**src/rtl/aes_ctrl_pkg.sv**
```systemverilog
// Shared definitions for the AES inverse-round sequencing controller.
//   state_t           : controller FSM states
//   AES128_NR         : round count for AES-128
//   STAGES_PER_ROUND  : datapath stage states per full inverse round
//   KIDX_W_DEF        : default width of the round-key index
//   is_stage()        : 1 for states that dwell on the stage timer
package aes_ctrl_pkg;

  typedef enum logic [2:0] {
    IDLE,
    INIT_ARK,
    SHIFT,
    SUB,
    ARK,
    MIX,
    DONE
  } state_t;

  localparam int AES128_NR        = 10;
  localparam int STAGES_PER_ROUND = 4;
  localparam int KIDX_W_DEF       = 4;

  function automatic logic is_stage(input state_t s);
    return (s == INIT_ARK) || (s == SHIFT) || (s == SUB) ||
           (s == ARK) || (s == MIX);
  endfunction

endpackage

```
**src/rtl/aes_stage_timer.sv**
```systemverilog
// Dwell timer for one datapath stage.
//   clk, rst     : clock, synchronous active-high reset
//   load         : the FSM enters a stage state on the next edge
//   first_cycle  : current cycle is the first of the dwell (strobe cycle)
//   last_cycle   : current cycle is the last of the dwell (exit cycle)
module aes_stage_timer #(
  parameter int STAGE_LAT = 1
) (
  input  logic clk,
  input  logic rst,
  input  logic load,
  output logic first_cycle,
  output logic last_cycle
);

  localparam int CW = 3;

  logic [CW-1:0] cnt;

  always_ff @(posedge clk) begin
    if (rst) begin
      cnt         <= '0;
      first_cycle <= 1'b0;
    end else if (load) begin
      cnt         <= CW'(STAGE_LAT - 1);
      first_cycle <= 1'b1;
    end else begin
      if (cnt != '0) cnt <= cnt - 1'b1;
      first_cycle <= 1'b0;
    end
  end

  assign last_cycle = (cnt == '0);

endmodule

```
**src/rtl/aes_inv_round_ctrl.sv**
```systemverilog
// Sequencing controller for the iterative AES decryption datapath.
// Walks one block through: initial AddRoundKey, NR-1 full inverse rounds
// (InvShiftRows, InvSubBytes, AddRoundKey, InvMixColumns), and a final
// round without InvMixColumns. Each stage dwells STAGE_LAT cycles and its
// enable strobe fires in the first cycle of the dwell.
//   clk, rst                  : clock, synchronous active-high reset
//   start_valid / start_ready : block input handshake (ready only in IDLE)
//   abort                     : cancel the block in flight
//   done_valid / done_ready   : plaintext output handshake
//   busy                      : any state other than IDLE
//   en_add_key, en_inv_shift,
//   en_inv_sub, en_inv_mix    : one-cycle datapath register enables
//   sel_input                 : AddRoundKey operand, 1 = ciphertext input
//   key_idx                   : round-key index for the key store
//   round                     : current round counter
module aes_inv_round_ctrl
  import aes_ctrl_pkg::*;
#(
  parameter int NR        = AES128_NR,
  parameter int STAGE_LAT = 1,
  parameter int KIDX_W    = KIDX_W_DEF
) (
  input  logic              clk,
  input  logic              rst,
  input  logic              start_valid,
  output logic              start_ready,
  input  logic              abort,
  output logic              done_valid,
  input  logic              done_ready,
  output logic              busy,
  output logic              en_add_key,
  output logic              en_inv_shift,
  output logic              en_inv_sub,
  output logic              en_inv_mix,
  output logic              sel_input,
  output logic [KIDX_W-1:0] key_idx,
  output logic [KIDX_W-1:0] round
);

  state_t state, state_n;
  logic   load, first_cycle, last_cycle;

  aes_stage_timer #(.STAGE_LAT(STAGE_LAT)) u_timer (
    .clk         (clk),
    .rst         (rst),
    .load        (load),
    .first_cycle (first_cycle),
    .last_cycle  (last_cycle)
  );

  always_ff @(posedge clk) begin
    if (rst) state <= IDLE;
    else     state <= state_n;
  end

  always_comb begin
    state_n = state;
    if (state != IDLE && abort) begin
      state_n = IDLE;
    end else begin
      case (state)
        IDLE:     if (start_valid) state_n = INIT_ARK;
        INIT_ARK: if (last_cycle)  state_n = SHIFT;
        SHIFT:    if (last_cycle)  state_n = SUB;
        SUB:      if (last_cycle)  state_n = ARK;
        // round 0 is the final round: skip InvMixColumns
        ARK:      if (last_cycle)  state_n = (round == '0) ? DONE : MIX;
        MIX:      if (last_cycle)  state_n = SHIFT;
        DONE:     if (done_ready)  state_n = IDLE;
        default:                   state_n = IDLE;
      endcase
    end
  end

  // every stage exit goes to a different state, so a state change into a
  // stage state is exactly when the dwell must restart
  assign load = is_stage(state_n) && (state_n != state);

  // round/key_idx: INIT_ARK uses key NR, then key_idx tracks round and both
  // step down together on each MIX exit
  always_ff @(posedge clk) begin
    if (rst) begin
      round   <= '0;
      key_idx <= '0;
    end else if (state == IDLE && state_n == INIT_ARK) begin
      round   <= KIDX_W'(NR - 1);
      key_idx <= KIDX_W'(NR);
    end else if (state_n == IDLE) begin
      round   <= '0;
      key_idx <= '0;
    end else if (state == INIT_ARK && state_n != state) begin
      key_idx <= round;
    end else if (state == MIX && state_n != state) begin
      round   <= round - 1'b1;
      key_idx <= key_idx - 1'b1;
    end
  end

  // registered so it stays low through the reset cycle
  always_ff @(posedge clk) begin
    if (rst) start_ready <= 1'b0;
    else     start_ready <= (state_n == IDLE);
  end

  assign busy         = (state != IDLE);
  assign done_valid   = (state == DONE);
  assign sel_input    = (state == INIT_ARK);
  assign en_add_key   = first_cycle && (state == INIT_ARK || state == ARK);
  assign en_inv_shift = first_cycle && (state == SHIFT);
  assign en_inv_sub   = first_cycle && (state == SUB);
  assign en_inv_mix   = first_cycle && (state == MIX);

endmodule

```
**config.mk**
```make
export PLATFORM = sky130hd
export DESIGN_NAME = aes_inv_round_ctrl
export DESIGN_NICKNAME = d
export VERILOG_FILES = /design/src/rtl/aes_ctrl_pkg.sv /design/src/rtl/aes_stage_timer.sv /design/src/rtl/aes_inv_round_ctrl.sv
export SDC_FILE = /design/constraint.sdc
export NUM_CORES = 1
export LEC_CHECK = 0
export ABC_AREA = 1
export CAP_MARGIN = 10
export CORE_UTILIZATION = 50
export CTS_CLUSTER_DIAMETER = 50
export DETAILED_ROUTE_END_ITERATION = 7
export PLACE_DENSITY = 0.78
export SYNTH_ARGS = -nofsm -noshare
export SYNTH_HDL_FRONTEND = slang
export SYNTH_SLANG_ARGS = --single-unit
```
**constraint.sdc**
```tcl
create_clock -name clk -period 2.7 [get_ports clk]
set_clock_uncertainty 0.05 [all_clocks]
set_input_delay 0.405 -clock clk [delete_from_list [all_inputs] [get_ports clk]]
set_output_delay 0.405 -clock clk [all_outputs]
set_load 0.1 [all_outputs]
```
==> metrics.md, run 1 <==
| Metric | Value |
|---|---|
| H-tree levels | 1 |
| Delay-heaviest family, CP | simple AND/OR/NAND/NOR gates |
| Die area | 0.00229 mm^2 |
| Setup TNS | 0 ps |
| DRT met1 WL | 1150 um |
| CTS Sinks | 16 |
| Placer Congestion | 0.869 |
| Worst VDD drop | 0.685 mV |
| Drt first pass iters | 4 |
| Critical path buffers and inverters | 3 |
| Die X | 47.9 um |
| Share of the synthesized area in the top cell type | 30.4% |
| Synth Area per Inst | 6.19 um^2 |
| Worst Path Max Fanout | 7 |
| Detail Placement HPWL | 1970 um |
| Max Used Layer | met4 |
| Fin crit period | 2370 ps |
| Launching point of the worst reg2reg path | u_timer.cnt[0] |
| Critical path capture point type | flip-flop |
| Critical path class | reg -> reg |
| #FFs+latches synth | 16 |
| Post-route clock period utilization | 88.0% |
| CP max stage delay | 340 ps |
| Site Rows | 16 |
| Overall die height | 47.9 um |
| Layout cells sized above 1 | 17.2% |
| WP data required | 2830 ps |
| Worst slew pin tran | 409 ps |
| Grt total ovfl | 0 |
| Peak Freq | 0.421 GHz |
| Post-Syn Area | 0.00105 mm^2 |
| Worst Setup SP | u_timer.cnt[0] |
| Worst r2r path cells | 15 |
| Critical Path AT | 2510 ps |
| Met3 WL | 180 um |
| WHS Path Cells | 2 |
| Largest net degree at the start of global routing | 11 |
| Vias in the first global route | 897 |
| Initial antenna violation count | 0 |
| Dpl ws | 395 ps |
| Hold Crit Class | reg -> reg |
| Placed cell count | 215 |
| Area leader, netlist | dfxtp_1 |
| Resized Gates After CTS | 0 |
| Setup WS post-layout | 325 ps |
| WL per Instance | 11.3 um |
| Met2 WL post-DR | 1130 um |
| Hold buffers post-CTS | 0 |
| Post-Syn Nets | 179 |
| Antenna Cells | 0 |
| Area contributors post-synth | dfxtp_1 (30%), nand2_1 (15%), nand3_1 (10%) |
| Total number of yosys warnings | 0 |
| Cell count along the critical path | 15 |
| Max Slew Vio Count | 0 |
| Post-CTS Setup Repair Bufs | 0 |
| DRC viols | 0 |
| Max-Cap Viols | 0 |
| Slew HR | 72.6% |
| Worst path slowest cell | nor2_1 |
| Area Overhead vs Synth | 22.0% |
| Hold_ws | 433 ps |
| Top Ports | 21 |
| Sequence of cells on the critical path | inv_1 -> ha_1 -> inv_1 -> nor2_1 -> nor2_1 -> nor2_1 -> nand2_2 -> nand2_1 -> nand2_1 -> nor2_1 -> a21oi_2 -> nand2_1 -> inv_1 -> o21ai_0 -> a21oi_1 |
| CTS Buf Count | 3 |
| Final core utilization | 65.4% |
| Fillers | 210 |
| Vias/cell | 5.15 |
| Count of cell types in the netlist | 27 |
| NumNets Final | 202 |
| Worst Hold Launch | u_timer.cnt[0] |
| Status | finished, final reports clean |
| Leak | 0.639 nW |
| First-pass GRT wire length | 3680 um |
| Flop-to-flop setup slack | 330 ps |
| Power Density | 1300 mW/mm^2 |
| Clock transition at the registers of the reported paths | 110 ps |
| Sequential area share after synthesis | 30.4% |
| Initial DRC count | 46 |
| Area of the core | 0.00196 mm^2 |
| IO Port Bufs | 20 |
| Root Driver | clkbuf_4 |
| RSZ-0062 raised after global routing | false |
| Longest Clk Path Bufs | 2 |
| CP most frequent cell | nor2_1 |
| # setup viols final | 0 |
| Vias | 1128 |
| Initial Util | 53.6% |
| Remaining antenna violation count | 0 |
| Setup crit start kind | flip-flop |
| Post-synthesis cell count | 170 |
| Hold Violations, Final | 0 |
| CTS tree | done |
| Clk_lat worst skew | 300 ps |
| Final non-filler cell total | 219 |
| Drt total wl | 2480 um |
| Total GRT Usage | 23.2% |
==> worst min-delay path: stages (launching register included) <==
cell and delay [ps]:
dfxtp_1 330, nand2_1 60, a21oi_1 60
==> through the flow <==
stage                     cell area [um^2]  total power, mW
after floorplan                       1060             1.28
after global placement                1250             1.47
after detailed placement              1250             1.49
after CTS                             1280             1.66
after global routing                  1280             1.79
final                                 1280             1.66
==> flip-flops by register name (all words and copies together) (netlist names) <==
name / cells
key_idx: 4
round: 4
state: 3
u_timer.cnt: 3
start_ready: 1
u_timer.first_cycle: 1
==> cell usage in the layout (no fill, tap or decap) <==
| cell type | Yosys | final |
|---|---|---|
| a211oi_2 | 1 | 1 |
| a21oi_1 | 8 | 8 |
| a21oi_2 | 1 | 1 |
| a22oi_1 | 1 | 1 |
| a31oi_1 | 1 | 1 |
| buf_4 | 0 | 16 |
| clkbuf_4 | 0 | 3 |
| clkbuf_8 | 0 | 1 |
| clkdlybuf4s50_1 | 0 | 4 |
| dfxtp_1 | 16 | 16 |
| ha_1 | 4 | 4 |
| inv_1 | 25 | 25 |
| inv_2 | 2 | 2 |
| nand2_1 | 41 | 41 |
| nand2_2 | 4 | 4 |
| nand3_1 | 22 | 22 |
| nand4_1 | 1 | 1 |
| nor2_1 | 25 | 23 |
| nor2_2 | 1 | 2 |
| nor2_4 | 1 | 2 |
| nor3_1 | 3 | 3 |
| nor3_2 | 1 | 1 |
| nor3b_1 | 1 | 1 |
| o211ai_1 | 1 | 1 |
| o21ai_0 | 4 | 4 |
| o21ai_1 | 1 | 1 |
| o21bai_1 | 1 | 1 |
| xnor2_1 | 1 | 1 |
| xor2_1 | 1 | 1 |
==> cell usage after synthesis, drive strengths merged <==
cell and instances:
nand3 22, o21ai 5, o21bai 1, a211oi 1
dfxtp 16, xnor2 1, nand4 1, nand2 45
nor2 27, a21oi 9, xor2 1, nor3b 1
buf 2, ha 4, a22oi 1, nor3 4
o211ai 1, a31oi 1, inv 27
==> where the power goes <==
group	internal (mW)	switching, mW
sequential	0.295	0.0681
combinational	0.280	0.853
clock	0.0822	0.0855
==> path summary, 6_finish.rpt <==
path / to
worst max register to register: round[1]
worst max-delay path: round[1]
worst min register to register: u_timer.cnt[0]
worst min-delay path: u_timer.cnt[0]
==> layer usage <==
| layer | global-route usage, % | up-vias |
|---|---|---|
| li1 | - | 587 |
| met1 | 31.0 | 497 |
| met2 | 36.2 | 40 |
| met3 | 5.66 | 4 |
| met4 | 8.33 | 0 |
| met5 | 0 | - |
==> kinds of logic after synthesis <==
logic type / synth area share (%)
adders and majority gates: 4.76
and+or+nand+nor: 41.7
xor gates and xnor gates: 1.66
DFF: 30.4
AOI/OAI and AO/OA: 10.9
buffers and inverters: 10.5
==> layout make-up <==
| class | count | area (um^2) | area share (%) |
|---|---|---|---|
| clock buffers | 4 | 36.3 | 2.83 |
| inverters | 27 | 101 | 7.89 |
| flip-flops and latches | 16 | 320 | 25.0 |
| repair buffers | 20 | 160 | 12.5 |
| well taps | 27 | 33.8 | 2.63 |
| multi-input cells | 125 | 632 | 49.2 |
Note: power is estimated with default switching activity, not from simulation.
==> run 2, diff against run 1 <==
--- a/config.mk
+++ b/config.mk
@@ -11,6 +11,7 @@
 export CTS_CLUSTER_DIAMETER = 50
 export DETAILED_ROUTE_END_ITERATION = 7
 export PLACE_DENSITY = 0.78
+export SLEW_MARGIN = 40
 export SYNTH_ARGS = -nofsm -noshare
 export SYNTH_HDL_FRONTEND = slang
 export SYNTH_SLANG_ARGS = --single-unit
==> results of run 2 <==
Final layout, timing and power as in run 1 (identical DEF).
